`config.mk`:
```
export PLATFORM = sky130hd
export DESIGN_NAME = threshold_pixel
export DESIGN_NICKNAME = d
export VERILOG_FILES = /design/src/rtl/threshold_pkg.sv /design/src/rtl/threshold_scale.sv /design/src/rtl/threshold_pixel.sv
export SDC_FILE = /design/constraint.sdc
export NUM_CORES = 1
export LEC_CHECK = 0
export ABC_AREA = 0
export CORE_AREA = 2 2 156 97
export DETAILED_ROUTE_END_ITERATION = 6
export DIE_AREA = 0 0 158 99
export SLEW_MARGIN = 40
export SYNTH_ARGS = -nofsm -noshare
export SYNTH_HDL_FRONTEND = slang
export SYNTH_SLANG_ARGS = --single-unit
```
`constraint.sdc`:
```
create_clock -name CLK -period 4.05 [get_ports CLK]
set_input_delay 0.81 -clock CLK [delete_from_list [all_inputs] [get_ports CLK]]
set_output_delay 0.81 -clock CLK [all_outputs]
set_load 0.01 [all_outputs]
```
`src/rtl/threshold_pkg.sv`:
```
// Shared definitions for the threshold_pixel actor.
//   state_e           : actor FSM states
//   PIX_W / CNT_W     : pixel and frame-counter widths
//   *_DEF             : default frame size and output levels
package threshold_pkg;

  localparam int unsigned PIX_W = 16;
  localparam int unsigned CNT_W = 32;

  localparam logic [CNT_W-1:0] FRAME_PIXELS_DEF = 32'h40000;
  localparam logic [PIX_W-1:0] OUT_HI_DEF       = 16'hFF;
  localparam logic [PIX_W-1:0] OUT_LO_DEF       = 16'h0;

  typedef enum logic [1:0] {
    StWaitMax,
    StCalc,
    StStream
  } state_e;

endpackage

```
`src/rtl/threshold_scale.sv`:
```
// Registered threshold scaler: thr_o <= trunc16((max_i * ThreshNum) >>> ThreshShift).
// The product is formed as a signed 24-bit value; ThreshNum is unsigned.
//   clk_i  : clock
//   rst_i  : synchronous active-high reset (clears thr_o)
//   en_i   : load a new threshold on this edge
//   max_i  : signed frame maximum
//   thr_o  : signed threshold, valid one cycle after en_i
module threshold_scale
  import threshold_pkg::*;
#(
  parameter logic [7:0]  ThreshNum   = 8'd128,
  parameter int unsigned ThreshShift = 8
) (
  input  logic             clk_i,
  input  logic             rst_i,
  input  logic             en_i,
  input  logic [PIX_W-1:0] max_i,
  output logic [PIX_W-1:0] thr_o
);

  logic signed [24:0] max_ext;
  logic signed [24:0] num_ext;
  logic signed [24:0] prod_full;
  logic signed [23:0] prod;
  logic signed [23:0] prod_shr;
  logic [PIX_W-1:0]   thr_d, thr_q;

  always_comb begin
    max_ext   = 25'($signed(max_i));
    num_ext   = $signed({17'b0, ThreshNum});
    prod_full = max_ext * num_ext;
    // 16b signed x 8b unsigned always fits in 24 signed bits.
    prod      = prod_full[23:0];
    prod_shr  = prod >>> ThreshShift;
    thr_d     = en_i ? prod_shr[PIX_W-1:0] : thr_q;
  end

  always_ff @(posedge clk_i) begin
    if (rst_i) begin
      thr_q <= '0;
    end else begin
      thr_q <= thr_d;
    end
  end

  assign thr_o = thr_q;

endmodule

```
`src/rtl/threshold_pixel.sv`:
```
// Binary-threshold actor. Per frame: take one max token, derive a threshold as
// max*THRESH_NUM >>> THRESH_SHIFT, then classify FRAME_PIXELS pixels against it,
// emitting OUT_HI (pixel > threshold) or OUT_LO.
//   CLK, RESET                 : clock, synchronous active-high reset
//   Max_DATA/SEND/COUNT, ACK   : max token input, ACK pulses on consume
//   Pix_DATA/SEND/COUNT, ACK   : pixel input, ACK pulses on consume
//   Out1_DATA/SEND/COUNT       : classified pixel output; Out1_RDY gates firing
//   loadMax_go/done            : max-load firing strobe and registered copy
//   classify_go/done           : classify firing strobe and registered copy
module threshold_pixel
  import threshold_pkg::*;
#(
  parameter logic [CNT_W-1:0] FRAME_PIXELS = FRAME_PIXELS_DEF,
  parameter logic [7:0]       THRESH_NUM   = 8'd128,
  parameter int unsigned      THRESH_SHIFT = 8,
  parameter logic [PIX_W-1:0] OUT_HI       = OUT_HI_DEF,
  parameter logic [PIX_W-1:0] OUT_LO       = OUT_LO_DEF
) (
  input  logic             CLK,
  input  logic             RESET,
  input  logic [PIX_W-1:0] Max_DATA,
  input  logic             Max_SEND,
  input  logic [15:0]      Max_COUNT,
  output logic             Max_ACK,
  input  logic [PIX_W-1:0] Pix_DATA,
  input  logic             Pix_SEND,
  input  logic [15:0]      Pix_COUNT,
  output logic             Pix_ACK,
  output logic [PIX_W-1:0] Out1_DATA,
  output logic             Out1_SEND,
  input  logic             Out1_RDY,
  input  logic             Out1_ACK,
  output logic [15:0]      Out1_COUNT,
  output logic             loadMax_go,
  output logic             loadMax_done,
  output logic             classify_go,
  output logic             classify_done
);

  state_e           state_d, state_q;
  logic [PIX_W-1:0] max_d, max_q;
  logic [CNT_W-1:0] cnt_d, cnt_q;
  logic             load_done_q, classify_done_q;
  logic [PIX_W-1:0] thr;
  logic             load_fire, classify_fire, scale_en;
  logic             live;

  logic unused_inputs;
  assign unused_inputs = ^{Max_COUNT, Pix_COUNT, Out1_ACK};

  threshold_scale #(
    .ThreshNum   (THRESH_NUM),
    .ThreshShift (THRESH_SHIFT)
  ) u_scale (
    .clk_i (CLK),
    .rst_i (RESET),
    .en_i  (scale_en),
    .max_i (max_q),
    .thr_o (thr)
  );

  always_comb begin
    state_d       = state_q;
    max_d         = max_q;
    cnt_d         = cnt_q;
    load_fire     = 1'b0;
    classify_fire = 1'b0;
    scale_en      = 1'b0;
    unique case (state_q)
      StWaitMax: begin
        if (Max_SEND) begin
          load_fire = 1'b1;
          max_d     = Max_DATA;
          state_d   = StCalc;
        end
      end
      StCalc: begin
        scale_en = 1'b1;
        cnt_d    = '0;
        state_d  = StStream;
      end
      StStream: begin
        if (Pix_SEND && Out1_RDY) begin
          classify_fire = 1'b1;
          cnt_d         = cnt_q + CNT_W'(1);
          if (cnt_q == FRAME_PIXELS - CNT_W'(1)) begin
            state_d = StWaitMax;
          end
        end
      end
      default: state_d = StWaitMax;
    endcase
  end

  // Registers still hold pre-reset values during the reset cycle; mask outputs.
  assign live          = ~RESET;
  assign Max_ACK       = load_fire & live;
  assign loadMax_go    = load_fire & live;
  assign Pix_ACK       = classify_fire & live;
  assign Out1_SEND     = classify_fire & live;
  assign classify_go   = classify_fire & live;
  assign Out1_COUNT    = {15'b0, classify_fire & live};
  assign Out1_DATA     = (classify_fire && live) ?
                         (($signed(Pix_DATA) > $signed(thr)) ? OUT_HI : OUT_LO) : '0;
  assign loadMax_done  = load_done_q & live;
  assign classify_done = classify_done_q & live;

  always_ff @(posedge CLK) begin
    if (RESET) begin
      state_q         <= StWaitMax;
      max_q           <= '0;
      cnt_q           <= '0;
      load_done_q     <= 1'b0;
      classify_done_q <= 1'b0;
    end else begin
      state_q         <= state_d;
      max_q           <= max_d;
      cnt_q           <= cnt_d;
      load_done_q     <= load_fire;
      classify_done_q <= classify_fire;
    end
  end

endmodule

```
==> results.yml <==
power:
  p_leak_nw: 1.60
  power_mw: 1.65
  power_density_nw_per_um2: 376
  ir_worst_vdd_mv: 0.256
placement:
  gp_congestion: 0.803
  dp.cells: 664
  dp_hpwl_um: 6540
  port_buffers: 51
  dp_slack_ns: -0.0933
final_layout:
  synthToLayoutAreaGrowth_pct: 26.0
  drive_gt1_share_pct: 8.09
  final_util_pct: 30.8
  diodes: 0
  final_nets: 564
  final_cells: 680
worst_setup_path:
  critPathTopFamily: "buffers and inverters"
  cp_common_cell: "buf_4"
  cp.required_ns: 3.24
  crit_path_end_kind: "output port"
  cp-start-kind: "primary input"
  path_max_fanout: 8
  crit_chain: "clkdlybuf4s50_1, ha_1, nand4_1, buf_4, nor2_1, o2bb2ai_1, nor4_1, mux2i_1, buf_4, dlygate4sd2_1"
  critPathBufInv: 4
  cp.arrival_ns: 3.03
  slowest_delay_ns: 0.41
  crit_slowest_cell: "clkdlybuf4s50_1"
  path_class: "primary input to output port"
sta:
  rsz0062_at_grt: "no"
  worstMarginPinSlew_ns: 0.778
  slew_headroom_pct: 47.9
  setup-tns-final_ns: 0
  setup_viol: 0
  fin_ws_ns: 0.210
  drv_slew: 0
  fin_crit_sh_pct: 94.8
  final_hold_viol_count: 0
  finClkSkew_ns: 0.00903
  layout_min_cycle_time_ns: 3.84
  fmax_mhz: 260
global_route:
  grt_pass1_wl_um: 14900
  grt_max_degree: 70
  grt_overflow: 0
  antenna_found_initial: 0
  grt_pass1_vias: 2955
  grt_use_total_pct: 12.1
floorplanning:
  placementRows: 34
  die_x_um: 158
  dieArea_um2: 15600
  fp.dieH_um: 99
  initial_utilization_pct: 24.4
  io_pins: 109
  core_area_um2: 14200
synthesis:
  ys_seq_area_share_pct: 38.1
  async_reset_ff_share_pct: 0
  yosys-top-cells-area: "dfxtp_1 38%, nand2_1 8.6%, a21oi_1 7.6%"
  synthCells: 435
  synthSimpleGateAreaFrac_pct: 28.1
  synthMuxAreaShare_pct: 1.26
  synth.cell_area_um2: 3470
  synth_top_area_cell: "dfxtp_1"
  synthFlopType: "dfxtp_1"
  synth.most_common_cell: "nand2_1"
  synth_compound_area_share_pct: 12.9
  synth_fa_ha_area_share_pct: 6.13
  synth-xor-area-share_pct: 2.02
  synth.ff_latch_count: 66
  ys_warn_count: 0
  synth_commonest_cells: "80 x nand2_1, 66 x dfxtp_1, 53 x a21oi_1"
  syn_avg_cell_area_um2: 7.98
  synth_top_area_share_pct: 38.1
  synth.distinct_cells: 43
  synth_top_family_by_area: "simple AND/OR/NAND/NOR gates"
  synth_edf_count: 0
cts:
  cts_buffers: 9
  path_clk_slew_ns: 0.06
  ctsResizeCount: 8
  post-cts-setup-buffer-count: 0
  cts_buffer_depth: 2
  postCtsHoldBufs: 0
  cts.sinks: 66
  cts_root_buf: "clkbuf_16"
  htreeDepth: 3
  clock_latency_ns: 0.33
  cts_tree: "built"
routing:
  antenna_left: 0
  drt-total-wl_um: 8990
  drc: 0
  vias_per_cell: 4.59
  wire_per_inst_um: 13.2
  drt-pass1-iter-count: 5
  vias: 3119
  drt_iter0_drc: 255
status:
  outcome: "finished, final reports clean"
flow_run:
  cap_violations: 0
min_path:
  min_path_type: "register to register"
## layer usage
layer / GRT usage (%) / vias to the layer above / wire, µm
met5: 0 / - / 0
met4: 4.44 / 0 / 127
met3: 2.90 / 9 / 398
met2: 16.6 / 82 / 3680
met1: 18.0 / 1492 / 4790
li1: - / 1536 / -
## cells in the final DEF (no fill, tap or decap), drive strengths merged, types with 2 or more instances in the layout
cell and count:
bufinv 2, clkinv 3, and4 6, dlygate4sd2 8, or3 4, nor3 2, a21boi 2, nand4 19
and2 2, nor2b 5, nand4b 7, ha 17, nor2 29, o211ai 6, or4 4, dfxtp 66
o31ai 6, nand3 11, nand2 80, clkbuf 11, nand2b 2, and3 6, xor2 6, nand3b 5
buf 13, a21oi 53, clkdlybuf4s50 42, mux2 3, xnor2 2, o21ai 5, conb 23, o21a 2
nor4 5, inv 18
## worst min-delay path, cell delays in order (launching register included)
cell and delay, ns:
dfxtp_1 0.31, nand2_1 0.05, a21oi_1 0.05
## area by class of cell
| type | count | area [µm²] |
|---|---|---|
| Clock inverter | 5 | 78.8 |
| Clock buffer | 11 | 233 |
| Fill cell | 1510 | 9830 |
| Tap cell | 198 | 248 |
| Inverter | 18 | 67.6 |
| Sequential cell | 66 | 1320 |
| Timing Repair Buffer | 63 | 586 |
| Multi-Input combinational cell | 319 | 1840 |
## report_power, final
| part | internal (mW) | switching [mW] |
|---|---|---|
| Sequential | 0.665 | 0.00919 |
| Combinational | 0.0677 | 0.0862 |
| Clock | 0.538 | 0.281 |
| Total | 1.27 | 0.376 |
## worst paths after layout
check / startpoint / to / depth (start not counted) / slack (ns)
setup / recovery: Pix_DATA[15] / Out1_DATA[0] / 10 / 0.21
hold / removal: max_q[10] / u_scale.thr_o[9] / 2 / 0.45
setup reg to reg: state_q[1] / cnt_q[23] / 6 / 1.87
hold reg to reg: max_q[10] / u_scale.thr_o[9] / 2 / 0.45
## through the flow
stage               instance area (µm²)  hold slack, ns
floorplan                          3550           0.432
global placement                   4070           0.438
detailed placement                 4070           0.445
CTS                                4370           0.452
global route                       4370           0.472
finish                             4370           0.449
## cells by family after synthesis
family / count (synthesis)
compound gates: 78
other cells: 1
flops: 66
simple gates: 189
buf+inv: 72
xor+xnor: 8
fa+ha+maj: 17
mux: 4
## flip-flops by register name, indices dropped and copies added, names as in the netlist
signal	count
state_q	2
load_done_q	1
u_scale.thr_o	15
classify_done_q	1
max_q	15
cnt_q	32
No activity file was read; power rests on OpenSTA's default activity.
==> RTL change: new RTL, same flow settings <==
`CNT_W`: 32 -> 48.
--- a/src/rtl/threshold_pkg.sv
+++ b/src/rtl/threshold_pkg.sv
@@ -7,3 +7,3 @@
   localparam int unsigned PIX_W = 16;
-  localparam int unsigned CNT_W = 32;
+  localparam int unsigned CNT_W = 48;
 
Behaviour: same outputs for any inputs over 4 cycles, from zero or initial values and one cycle with RESET high; that may be too few to reach the edited logic, so the function may still have changed.
==> RTL change against the original RTL <==
  * Cell area grew 24%
  * Area after synthesis rose by 28%
  * Non-clock buffer count up 3
  * Sequential cell count is 16 higher
  * Global-route usage is 3.2 points higher
  * Worst setup slack worse by 0.10 ns
  * First-iteration DRC count rose by 6.3%
  * Routed wire length is 28% higher
  * Synthesized cell count grew 28%
  * Power increased by 16%
  * Critical path type unchanged
  * Highest routed layer unchanged
==> RTL change: results (changes against the original RTL) <==
Critical path
  • CP max FO: 6 (was 8)
  • Critical path arrival: 3.13 ns (was 3.03 ns)

Timing
  • Relative slew slack: 0.5223 (was 0.4792)
  • Clock Skew: 0.004462 ns (was 0.009028 ns)

Placed design
  • GPL Wtd Cong: 0.8100 (was 0.8025)
  • Placed Cells: 782 (was 664)
  • Detail Placement HPWL: 8303 um (was 6535 um)

Outcome
  • Outcome: finished clean (unchanged)

Detailed routing
  • First drt pass iteration count: 4 (was 5)
  • DR vias/cell: 4.998 (was 4.587)
  • DR iter-0 viols: 271 (was 255)
  • Routed Wire Length: 11510 um (was 8992 um)
  • Vias: 4003 (was 3119)

Finish
  • Reg area: 0.001642 sq mm (was 0.001321 sq mm)
  • Area grow syn2layout: 21.72% (was 25.98%)
  • Clock-cell share: 0.06087 (was 0.07122)
  • Signal buf overhead: 0.1146 (was 0.1339)
  • Clock buffers: 10 (was 11)
  • Multi-input gate count: 416 (was 319)
  • Fillers: 1479 (was 1510)
  • Footprint of the multi-input gates: 0.002482 sq mm (was 0.001841 sq mm)
  • Biggest regs: cnt_q (48), max_q (15), u_scale.thr_o (15) (was cnt_q (32), max_q (15), u_scale.thr_o (15))

GRT
  • M3 GR Usage: 0.03298 (was 0.02902)
  • Vias in the first global route: 3766 (was 2955)
  • GR Util met2: 0.2204 (was 0.1662)
  • GRT Overall Usage: 0.1523 (was 0.1208)

Synthesis
  • Distinct cells, synth: 50 (was 43)
  • Mapped Cells: 556 (was 435)
  • Sequential cell area fraction in the yosys report: 0.3696 (was 0.3805)
  • Most area-consuming cells after synthesis: dfxtp_1 (37%), nand2_1 (8.7%), a21oi_1 (6.1%) (was dfxtp_1 (38%), nand2_1 (8.6%), a21oi_1 (7.6%))
  • Synthesized flop and latch total: 82 (was 66)

Pwr
  • Leakage: 2.006 nW (was 1.599 nW)
[RTL change: changes by cell type after synthesis, moves of 7 or more]
cell      unedited run  this run
nand2_1             80       103
nand3_1             10        29
dfxtp_1             66        82
or2_2                1        10
or4_1                4        13
nor3_1               2        10
nor4_1               4        12
o211ai_1             6        13
[RTL change: path summary, 6_finish.rpt]
kind	start	slack [ns]	to	cells past startpoint
worst max register to register	cnt_q[0]	1.42	cnt_q[42]	6
worst min register to register	max_q[14]	0.45	u_scale.thr_o[13]	2
worst max-delay path	Pix_DATA[5]	0.11	Out1_DATA[7]	10
worst min-delay path	max_q[14]	0.45	u_scale.thr_o[13]	2
[RTL change: metrics by stage]
stage          setup slack, ns  setup TNS (ns)
6_report                0.1060               0
2_1_floorplan           0.2495               0
4_1_cts                0.01667               0
3_5_place_dp           -0.1032         -0.7642
3_3_place_gp          -0.07871         -0.6198
5_1_grt               -0.04077         -0.1763
[RTL change: where the power goes]
part           switching [mW]  internal [mW]
clock                   0.335          0.558
sequential             0.0102          0.823
combinational           0.104         0.0747
total                   0.448           1.46
[RTL change: per-layer routing]
| metal | part of all wire | vias to the layer above |
|---|---|---|
| li1 | - | 1999 |
| met1 | 0.51 | 1887 |
| met2 | 0.42 | 103 |
| met3 | 0.057 | 14 |
| met4 | 0.012 | 0 |
| met5 | 0 | - |
[RTL change: kinds of logic after synthesis]
logic type	count (synthesis)	share of synthesized area
flip-flops	82	0.3696
buffers and inverters	80	0.09775
other	1	0.0008443
XOR/XNOR	10	0.01972
multiplexers	8	0.01859
AO/OA/AOI/OAI	89	0.1180
AND/OR/NAND/NOR	269	0.3276
adder cells (fa/ha/maj)	17	0.04789
[RTL change: repair_timing]
action / CTS / global route
gates resized for setup: 9 / 9
pin swaps: 2 / 3
endpoints found under the setup margin: 8 / 8
buffers inserted: 3 / 0
